`src/rtl/lite_v1_issuer_pkg.sv`:
```
// Shared lite_v1 issuer definitions: instruction word layout, opcode codes and FSM states.
package lite_v1_issuer_pkg;

  localparam int unsigned INSTR_W = 20;
  localparam int unsigned OP_W    = 2;
  localparam int unsigned D1_W    = 8;
  localparam int unsigned D2_W    = 10;

  typedef enum logic [OP_W-1:0] {
    OP_D1   = 2'b00,
    OP_D2   = 2'b01,
    OP_CLR  = 2'b10,
    OP_HALT = 2'b11
  } opcode_e;

  // Field order matches the memory word: [19:18] op, [17:10] d1, [9:0] d2.
  typedef struct packed {
    opcode_e         op;
    logic [D1_W-1:0] d1;
    logic [D2_W-1:0] d2;
  } instr_t;

  typedef enum logic [2:0] {
    ST_IDLE   = 3'd0,
    ST_FETCH  = 3'd1,
    ST_DECODE = 3'd2,
    ST_ISSUE  = 3'd3,
    ST_DONE   = 3'd4
  } state_e;

  function automatic logic is_halt(input instr_t instr);
    return instr.op == OP_HALT;
  endfunction

endpackage

```
`src/rtl/lite_v1_issuer.sv`:
```
// Instruction issuer: fetch one word, decode it, hold it with valid/ready until accepted.
// One instruction per three cycles with an always-ready consumer; no prefetch.
module lite_v1_issuer
  import lite_v1_issuer_pkg::*;
#(
  parameter int unsigned ADDR_W = 8,
  parameter int unsigned CNT_W  = 8
) (
  input  logic               clk,
  input  logic               rst,
  input  logic               start,
  input  logic [ADDR_W-1:0]  start_addr,
  output logic               imem_rd_en,
  output logic [ADDR_W-1:0]  imem_addr,
  input  logic [INSTR_W-1:0] imem_rdata,
  output logic               out_valid,
  input  logic               out_ready,
  output logic [OP_W-1:0]    opcode,
  output logic [D1_W-1:0]    d1,
  output logic [D2_W-1:0]    d2,
  output logic               busy,
  output logic               done,
  output logic               wrap_err,
  output logic [CNT_W-1:0]   issued_cnt
);

  localparam logic [ADDR_W-1:0] PC_LAST = '1;

  state_e             r_state;
  logic [ADDR_W-1:0]  r_pc;
  logic               r_rd_en;
  instr_t             r_instr;
  logic               r_out_valid;
  logic               r_busy;
  logic               r_done;
  logic               r_wrap_err;
  logic [CNT_W-1:0]   r_cnt;
  instr_t             w_instr;

  assign w_instr = instr_t'(imem_rdata);

  always_ff @(posedge clk) begin
    if (rst) begin
      r_state     <= ST_IDLE;
      r_pc        <= '0;
      r_rd_en     <= 1'b0;
      r_instr     <= '0;
      r_out_valid <= 1'b0;
      r_busy      <= 1'b0;
      r_done      <= 1'b0;
      r_wrap_err  <= 1'b0;
      r_cnt       <= '0;
    end else begin
      r_rd_en <= 1'b0;
      case (r_state)
        ST_IDLE, ST_DONE: begin
          if (start) begin
            r_state    <= ST_FETCH;
            r_pc       <= start_addr;
            r_rd_en    <= 1'b1;
            r_busy     <= 1'b1;
            r_done     <= 1'b0;
            r_wrap_err <= 1'b0;
            r_cnt      <= '0;
          end
        end
        ST_FETCH: begin
          r_state <= ST_DECODE;
        end
        ST_DECODE: begin
          r_instr <= w_instr;
          if (is_halt(w_instr)) begin
            r_state <= ST_DONE;
            r_busy  <= 1'b0;
            r_done  <= 1'b1;
          end else begin
            r_out_valid <= 1'b1;
            r_state     <= ST_ISSUE;
          end
        end
        ST_ISSUE: begin
          // Fields stay frozen until the handshake; the last address ends the run.
          if (r_out_valid && out_ready) begin
            r_out_valid <= 1'b0;
            r_cnt       <= r_cnt + CNT_W'(1);
            if (r_pc == PC_LAST) begin
              r_state    <= ST_DONE;
              r_busy     <= 1'b0;
              r_done     <= 1'b1;
              r_wrap_err <= 1'b1;
            end else begin
              r_pc    <= r_pc + ADDR_W'(1);
              r_rd_en <= 1'b1;
              r_state <= ST_FETCH;
            end
          end
        end
        default: begin
          r_state <= ST_IDLE;
        end
      endcase
    end
  end

  assign imem_rd_en = r_rd_en;
  assign imem_addr  = r_pc;
  assign out_valid  = r_out_valid;
  assign opcode     = r_instr.op;
  assign d1         = r_instr.d1;
  assign d2         = r_instr.d2;
  assign busy       = r_busy;
  assign done       = r_done;
  assign wrap_err   = r_wrap_err;
  assign issued_cnt = r_cnt;

endmodule

```
`config.mk`:
```
export PLATFORM = sky130hd
export DESIGN_NAME = lite_v1_issuer
export DESIGN_NICKNAME = d
export VERILOG_FILES = /design/src/rtl/lite_v1_issuer_pkg.sv /design/src/rtl/lite_v1_issuer.sv
export SDC_FILE = /design/constraint.sdc
export NUM_CORES = 1
export LEC_CHECK = 0
export ABC_AREA = 1
export BUFFER_PORTS_ARGS = -buffer_cell sky130_fd_sc_hd__buf_2
export CAP_MARGIN = 40
export CORE_ASPECT_RATIO = 0.75
export CORE_MARGIN = 2
export CORE_UTILIZATION = 49
export DETAILED_ROUTE_END_ITERATION = 7
export GPL_TIMING_DRIVEN = 0
export PLACE_DENSITY = 0.79
export SETUP_SLACK_MARGIN = 0.02
export SYNTH_ARGS = -nofsm -noshare
export SYNTH_HDL_FRONTEND = slang
export SYNTH_SLANG_ARGS = --single-unit
```
`constraint.sdc`:
```
create_clock -name clk -period 1.7 [get_ports clk]
set_input_delay 0.255 -clock clk [delete_from_list [all_inputs] [get_ports clk]]
set_output_delay 0.255 -clock clk [all_outputs]
set_load 0.005 [all_outputs]
```
==> results of run 1 <==
==> tightest hold or removal path: cells and delay by family <==
kind	cells	cell delay, ns
simple gates	2	0.11
buf+inv	1	0.07
==> per-layer routing <==
metal	GRT usage	part of all wire	up-vias
li1	-	-	1091
met1	0.300	0.49	942
met2	0.343	0.44	66
met3	0.0610	0.058	7
met4	0.0842	0.013	0
met5	0	0	-
==> worst paths after layout <==
kind / slack (ns) / from / end / cells after the start
setup / recovery: 0.1 / imem_addr[0]$_SDFFE_PP0P_ / imem_addr[0]$_SDFFE_PP0P_ / 9
hold / removal: 0.17 / imem_rdata[0] / d2[0]$_SDFFE_PP0P_ / 3
setup reg to reg: 0.1 / imem_addr[0]$_SDFFE_PP0P_ / imem_addr[0]$_SDFFE_PP0P_ / 9
hold reg to reg: 0.46 / opcode[1]$_SDFFE_PP0P_ / opcode[1]$_SDFFE_PP0P_ / 2
==> cells by family after synthesis <==
family,after synthesis
AND/OR/NAND/NOR,164
buffers and inverters,36
AO/OA/AOI/OAI,50
adder cells (fa/ha/maj),2
flip-flops,44
==> cells in the final DEF, fill, tap and decap left out, drive strengths merged <==
master and instances:
clkbuf 12, clkinv 1, inv 26, o21bai 2, dfxtp 44, buf 76, a21oi 18, nor2 75
bufinv 1, ha 2, nand2 68, or2 2, nor3 1, o21ai 29, nand3 17, nand4 1
o31ai 1
==> cell type report <==
cell class	count	area [um^2]
plain buffers	10	47.5
repair buffers	72	360
clock inverters	2	38.8
well taps	52	65.1
fillers	334	1190
inverters	26	97.6
multi-input cells	216	983
flip-flops and latches	44	886
clock buffers	6	82.6
==> power by group <==
| group | internal, W | total (W) | switching [W] | leakage [nW] |
|---|---|---|---|---|
| logic | 0.000633 | 0.00162 | 0.000986 | 0.892 |
| registers | 0.00136 | 0.00161 | 0.000245 | 0.361 |
| clock network | 0.000481 | 0.000847 | 0.000367 | 0.0614 |
| total | 0.00248 | 0.00407 | 0.00160 | 1.31 |
==> metrics by stage <==
stage	instances	total power, W	hold slack (ns)	setup TNS [ns]
after floorplan	296	0.00259	0.390	0
after CTS	428	0.00402	0.171	0
after global placement	420	0.00312	0.444	0
after global routing	428	0.00438	0.165	-0.0180
after detailed placement	420	0.00316	0.443	0
final	428	0.00407	0.171	0
==> state kept, by name, summed over array words and instances (netlist names), 2 cells and up <==
register    cells
d2             10
d1              8
imem_addr       8
issued_cnt      8
r_state         3
opcode          2
==> timing repair <==
action,in CTS,in global routing
resized for setup,3,9
endpoints found under the setup margin,7,29
pin swaps,0,0
buffers inserted,0,0
endpoints found under the hold margin,0,0
==> metrics.txt, run 1 <==
fin crit share 0.942; EDFF count, synth 0; final setup fails 0; Worst path top cell family by delay simple AND/OR/NAND/NOR gates; final wirelength 5100 um; CP arrival about 1.8 ns; share of layout cells above drive strength 1 0.269; Distinct cells, synth 20; 1st-pass router iterations 4; Root Buffer clkbuf_8; Initial Utilization 0.528; cell area after placement approximately 2400 um^2; yosys warns 0; leak pwr between 1 and 1.5 nW; Mapped Avg Cell Area ~6.7 um^2; total gr overflow 0; ys async rst share 0; Period minus WS final 1.60 ns; Max Clk Rate between 600 and 700 MHz; GR Util All Layers 0.222; routed length per instance around 12 um; post-synthesis simple-gate area fraction 0.340; ranking of synthesized cells by area dfxtp_1 (44%), nor2_1 (14%), nand2_1 (13%), o21ai_0 (7.3%), inv_1 (4.7%); Clock transition at path regs ~0.080 ns; largest net degree at the start of global routing 15; DR vias/cell 4.92; max-slew violations 0; #FFs+latches synth 44; Clock Latency Late Sink 0.30 ns; Critical Path Max Stage Delay 0.38 ns; post-synthesis adder-cell area fraction 0.0126; Crit. End Element flip-flop; core box area 3760 um^2; part of the Yosys area used for sequential elements 0.444; Worst path most repeated cell nor2_4; drt initial violations 110; Finished Cell Area 2560 um^2; XOR/XNOR share of the synthesized area 0; crit path launch type flip-flop; CP Data Required Time 1.89 ns; first-pass GRT wire length 7980 um; top_reg_cell synth dfxtp_1; Max clock buf depth 2; largest area contributor in the netlist dfxtp_1; Util after Layout 0.682; die height 59.1 um; Clock Skew 0.00691 ns; most common library cells after synthesis nor2_1 (73), nand2_1 (67), dfxtp_1 (44); Rows 19; HPWL Detailed 3630 um; number of global-route vias before repair 1825; CTS Hold Bufs 0; slowest CP cell dfxtp_2; Post-Place Worst Slack 0.0236 ns; mux contribution to synthesized area 0; DIE AREA 4570 um^2; synthesis-to-layout area growth 29.2%; H-tree depth 2; CTS tree yes; Syn Inst Count between 200 and 300; post-route ant nets 0; Slew @ Worst Pin 0.542 ns; Final #Nets 409; # DRC 0; most common cell in the netlist nor2_1; port bufs 72; Max-Cap Viols 0; Rel. slew slack 0.639; Synth Cell Area between 1500 and 2000 um^2; initial antenna violation count 0; pwr/cell area between 1500 and 2000 nW/um^2; Die X-Extent around 77 um; CTS sink cnt between 40 and 50; crit-path cells ha_1, nand2_1, nor2_2, nand2_2, nor2_4, nor2_4, buf_4, o21ai_1, nor2_1; ant diodes 0; CTS Buf Count 5; Hold Vio Cnt, Final 0; GP Congestion 0.914; Syn Nets 330; Hold Crit Class in2reg; largest family of logic cells by synthesized area simple AND/OR/NAND/NOR gates; maximum vdd drop 1.16 mV; critical path type reg2reg; Synth top area share 0.444; CP Buf/Inv Count 1; Final WS setup just under 0.1 ns; num ports 73; Synth Area in Compound Gates 0.130; status finished clean; Via Count around 2100; Critical Path Fanout Max 10
Power figures use the tool's default switching activity.
==> run 2: changes to the inputs <==
- CORE_UTILIZATION: 49 -> 50
- CTS_BUF_LIST: default -> sky130_fd_sc_hd__clkbuf_4
- HOLD_SLACK_MARGIN: default -> 0.03
- PLACE_DENSITY: 0.79 -> 0.81
- REMOVE_ABC_BUFFERS: default -> 1
==> run 2 against run 1 <==
Clock power fell by 23%; largest cell class unchanged; sequential power is essentially flat; design area about the same; critical path type unchanged; largest power group unchanged; die area down 1.9%; setup slack improved by 0.038 ns; global-route usage is 0.052 points higher; flip-flop and latch count is the same; combinational power rose by 9%; sequential share of layout area about the same; critical path depth shrank 1.
==> metrics.txt, run 2 (synthesis gave the netlist of run 1 again) <==
status finished clean; Rows 19; Clock Skew 0.0156 ns; Via Count 2114; GR Util All Layers 0.222; CTS sink cnt 44; Period minus WS final around 1.6 ns; CP Data Required Time 1.97 ns; ant diodes 0; crit path launch type flip-flop; drt initial violations 145; Hold Crit Class in2reg; Root Buffer clkbuf_4; Max Clk Rate 639 MHz; initial antenna violation count 0; pwr/cell area 1570 nW/um^2; filler cell count approximately 340; Initial Utilization 0.531; Rel. slew slack 0.540; CTS tree yes; post-route ant nets 0; commonest non-fill, non-tap cell in the layout buf_2; WHS roughly 0.098 ns; HPWL Detailed 3290 um; final wirelength 4760 um; Die X-Extent 76.7 um; critical path type reg2reg; Post-Place Worst Slack -0.136 ns; fin crit share 0.920; synthesis-to-layout area growth 29.3%; Critical Path Fanout Max 9; Critical Path Max Stage Delay 0.40 ns; DR vias/cell 4.95; Largest register FFs 10; Max-Cap Viols 0; Util after Layout 0.687; storage element area 886 um^2; crit-path cells inv_2, nand3_4, nand2_1, nand3_4, nor2_4, inv_1, nor2_1, nor2_1; 1st-pass router iterations 4; H-tree depth 2; die height approximately 59 um; leak pwr 1.30 nW; Finished Cell Area around 2600 um^2; core box area 3730 um^2; Crit. End Element flip-flop; Clock Latency Late Sink 0.36 ns; Multi-input gate area 1010 um^2; routed length per instance 11.2 um; final setup fails 0; Clock transition at path regs 0.13 ns; commonest cells after routing, fill and taps aside buf_2 (72), nor2_1 (71), nand2_1 (66); CTS Buf Count 5; maximum vdd drop 0.834 mV; Total Neg Setup Slack 0 ns; slowest CP cell dfxtp_1; Final #Nets 408; Hold Vio Cnt, Final 0; CP arrival 1.84 ns; num ports 73; total gr overflow 0; share of layout cells above drive strength 1 0.285; # DRC 0; GP Congestion approximately 0.84; Final WS setup 0.136 ns; first-pass GRT wire length ~8000 um; RSZ-0062 raised after global routing false; max-slew violations 0; port bufs 72; DIE AREA 4490 um^2; number of global-route vias before repair 1878; Max clock buf depth 2; cell area after placement 2380 um^2; largest net degree at the start of global routing 28; Slew @ Worst Pin just under 0.7 ns
-- run 2: per-stage QoR --
stage | std cells | total power (W)
finish | 427 | 0.00402
global route | 427 | 0.00434
CTS | 422 | 0.00384
detailed placement | 411 | 0.00309
global placement | 410 | 0.00303
floorplan | 286 | 0.00250
-- run 2: what timing repair did --
action,4_1_cts,5_1_grt
hold endpoints to repair,0,0
endpoints found under the setup margin,31,29
hold buffers,0,0
buffers inserted,1,5
resized for setup,4,11
gates cloned,2,0
pin swaps,2,2
-- run 2: path summary, 6_finish.rpt --
check	depth (start not counted)	endpoint	slack [ns]	from
worst min register to register	2	done$_SDFFE_PP0P_	0.47	done$_SDFFE_PP0P_
worst max register to register	8	imem_addr[1]$_SDFFE_PP0P_	0.14	r_state[2]$_SDFFE_PP0P_
worst min-delay path	3	d1[0]$_SDFFE_PP0P_	0.1	imem_rdata[10]
worst max-delay path	8	imem_addr[1]$_SDFFE_PP0P_	0.14	r_state[2]$_SDFFE_PP0P_
-- run 2: report_power, final --
| group | internal (W) | switching, W |
|---|---|---|
| clock | 0.000307 | 0.000343 |
| sequential | 0.00136 | 0.000240 |
| combinational | 0.000734 | 0.00104 |
| total | 0.00240 | 0.00162 |
-- run 2: worst max-delay path: cells and delay by family (launching register included) --
family                 cells  cell delay (ns)
and+or+nand+nor            6             0.84
DFF                        1             0.40
buffers and inverters      2             0.23
-- run 2: cell type report --
cell class,instances,area share
clock buffer,5,0.0146
clock inverter,3,0.0166
inverter,26,0.0396
multi-input combinational,217,0.393
sequential,44,0.346
tap,52,0.0254
timing repair buffer,79,0.163
timing repair inverter,1,0.00293
-- run 2: metal layers --
layer,GRT usage,part of all wire,vias to the layer above
li1,-,-,1101
met1,0.292,0.48,938
met2,0.367,0.44,70
met3,0.0506,0.067,5
met4,0.0753,0.0094,0
met5,0,0,-
==> run 3: changes to the inputs <==
- ABC_AREA: 1 -> default
- GPL_ROUTABILITY_DRIVEN: default -> 0
- PLACE_DENSITY: 0.81 -> 0.8
==> run 3 against run 2 <==
Total power fell by 38%; flip-flop and latch count did not move; first-iteration DRC count fell by 9.7%; clock skew fell by 0.012 ns; setup slack got worse by 0.097 ns; critical path depth fell by 4; synthesized area rose by 2.3%; clock power fell by 26%; design area rose by 3.6%; sequential share of layout area fell by 0.81 points; final cell count fell by 8.4%.
==> metrics.txt, run 3 <==
Largest register FFs 10; crit-path cells nand3b_1, or4_1, o22ai_1, a211oi_1; share of layout cells above drive strength 1 0.348; max-slew violations 0; ys async rst share 0; HPWL Detailed between 3000 and 4000 um; reg-to-reg startpoint r_state[2]$_SDFFE_PP0P_; Critical Path Max Stage Delay 0.59 ns; routed length per instance 13.2 um; Synth top area share 0.435; Hold Vio Cnt, Final 0; CTS tree yes; DR vias/cell approximately 5.5; 1st-pass router iterations 4; synthesis-to-layout area growth 30.9%; total gr overflow 0; Crit. End Element flip-flop; core box area 3980 um^2; Finished Cell Area 2650 um^2; Distinct cells, synth 46; CTS sink cnt between 40 and 50; commonest non-fill, non-tap cell in the layout buf_2; H-tree depth 2; Rows 20; FF-to-FF path depth 4; pwr/cell area 933 nW/um^2; ant diodes 0; Rel. slew slack 0.534; crit path launch type flip-flop; Mapped Avg Cell Area 8.04 um^2; GR Util All Layers 0.207; EDFF count, synth 0; top_reg_cell synth dfxtp_1; critical path type reg2reg; Worst Hold Path Cells 3; status finished clean; most common cell in the netlist nand2_1; Initial Utilization 0.509; Die X-Extent 77.5 um; final setup fails 0; Clock Latency Late Sink 0.34 ns; slowest CP cell or4_1; WHS 0.135 ns; largest area contributor in the netlist dfxtp_1; r2r setup slk 0.04 ns; DIE AREA 4580 um^2; post-route ant nets 0; fin crit share 0.977; initial antenna violation count 0; Final #Nets 369; Critical Path Fanout Max 7; Total Neg Setup Slack 0 ns; Syn Inst Count 252; Max Clk Rate 602 MHz; CTS Hold Bufs 0; Setup crit end imem_addr[7]$_SDFFE_PP0P_; Root Buffer clkbuf_4; filler cell count about 360; die height 59.1 um; maximum vdd drop roughly 0.5 mV; Crit Reg-Reg Endpoint imem_addr[7]$_SDFFE_PP0P_; leak pwr 1.14 nW; yosys warns 0; num ports 73; number of global-route vias before repair 1747; first-pass GRT wire length 7730 um; drt initial violations 131; commonest cells after routing, fill and taps aside buf_2 (72), nand2_1 (56), a21oi_1 (39); Slew @ Worst Pin 0.699 ns; ranking of synthesized cells by area dfxtp_1 (43%), nand2_1 (10%), a21oi_1 (9.6%), o21ai_0 (2.7%), nand3_1 (2.5%); largest net degree at the start of global routing 40; Max-Cap Viols 0; cell area after placement 2380 um^2; Synth Cell Area 2030 um^2; Multi-input gate area around 1100 um^2; Clock Skew approximately 0.0031 ns; CP arrival 1.87 ns; part of the Yosys area used for sequential elements 0.435; Max clock buf depth 2; # DRC 0; storage element area 896 um^2; Hold Crit Class in2reg; CTS Buf Count 5; most common library cells after synthesis nand2_1 (56), dfxtp_1 (44), a21oi_1 (39); Clock transition at path regs 0.13 ns; Period minus WS final between 1.5 and 2 ns; port bufs 72; Via Count 2137; CP startpoint r_state[2]$_SDFFE_PP0P_; final wirelength 5170 um; #FFs+latches synth 44; CP Data Required Time about 1.9 ns
-- run 3: report_power, final --
group	internal (W)	switching [W]	total, W	leakage [nW]
clock	0.000152	0.000327	0.000479	0.0324
combinational	0.000355	0.000385	0.000740	0.744
sequential	0.00115	0.000109	0.00126	0.362
total	0.00166	0.000820	0.00248	1.14
-- run 3: final cells by class --
| class | count | area share |
|---|---|---|
| clock buffers | 5 | 0.0141 |
| clock inverters | 3 | 0.00519 |
| inverters | 1 | 0.00141 |
| multi-input cells | 191 | 0.421 |
| flip-flops and latches | 44 | 0.338 |
| well taps | 55 | 0.0259 |
| repair buffers | 92 | 0.195 |
-- run 3: worst max-delay path, delay by kind of cell, from the launching register on --
family | cells | cell delay [ns]
simple gates | 2 | 0.90
flops | 1 | 0.39
compound gates | 2 | 0.23
-- run 3: metal layers --
metal  global-route usage  up-vias  share of wire
met2                0.337       57           0.47
met1                0.287     1000           0.47
met3               0.0396        4          0.047
met5                    0        -              0
li1                     -     1076              -
met4               0.0536        0         0.0070
-- run 3: what timing repair did --
action	4_1_cts	5_1_grt
setup endpoints to repair	41	14
resized for setup	11	9
cloned	0	1
pin swaps	1	8
buffers inserted	9	10
-- run 3: cell families after synthesis --
group                      count (synthesis)  share of synthesized area
and+or+nand+nor                          108                      0.263
DFF                                       44                      0.435
buffers and inverters                     18                     0.0438
muxes                                      1                    0.00494
xor gates and xnor gates                   1                    0.00432
adders and majority gates                  2                     0.0123
AOI/OAI and AO/OA                         78                      0.237
-- run 3: metrics by stage --
| stage | util | setup WS, ns | std cells | power (W) |
|---|---|---|---|---|
| after floorplan | - | -0.369 | 235 | 0.00161 |
| after global placement | 0.596 | -0.911 | 362 | 0.00183 |
| after detailed placement | 0.599 | -0.608 | 363 | 0.00186 |
| after CTS | 0.635 | 0.0264 | 380 | 0.00241 |
| after global routing | 0.667 | -0.0330 | 391 | 0.00263 |
| final | 0.667 | 0.0386 | 391 | 0.00248 |
-- run 3: worst min path at each step --
stage,startpoint,slack (ns),to
6_report,imem_rdata[17],0.14,d1[7]$_SDFFE_PP0P_
5_1_grt,imem_rdata[11],0.12,d1[1]$_SDFFE_PP0P_
4_1_cts,imem_rdata[11],0.12,d1[1]$_SDFFE_PP0P_
3_5_place_dp,d2[3]$_SDFFE_PP0P_,0.44,d2[3]$_SDFFE_PP0P_
3_3_place_gp,d2[6]$_SDFFE_PP0P_,0.44,d2[6]$_SDFFE_PP0P_
2_1_floorplan,rst,0.32,d1[0]$_SDFFE_PP0P_
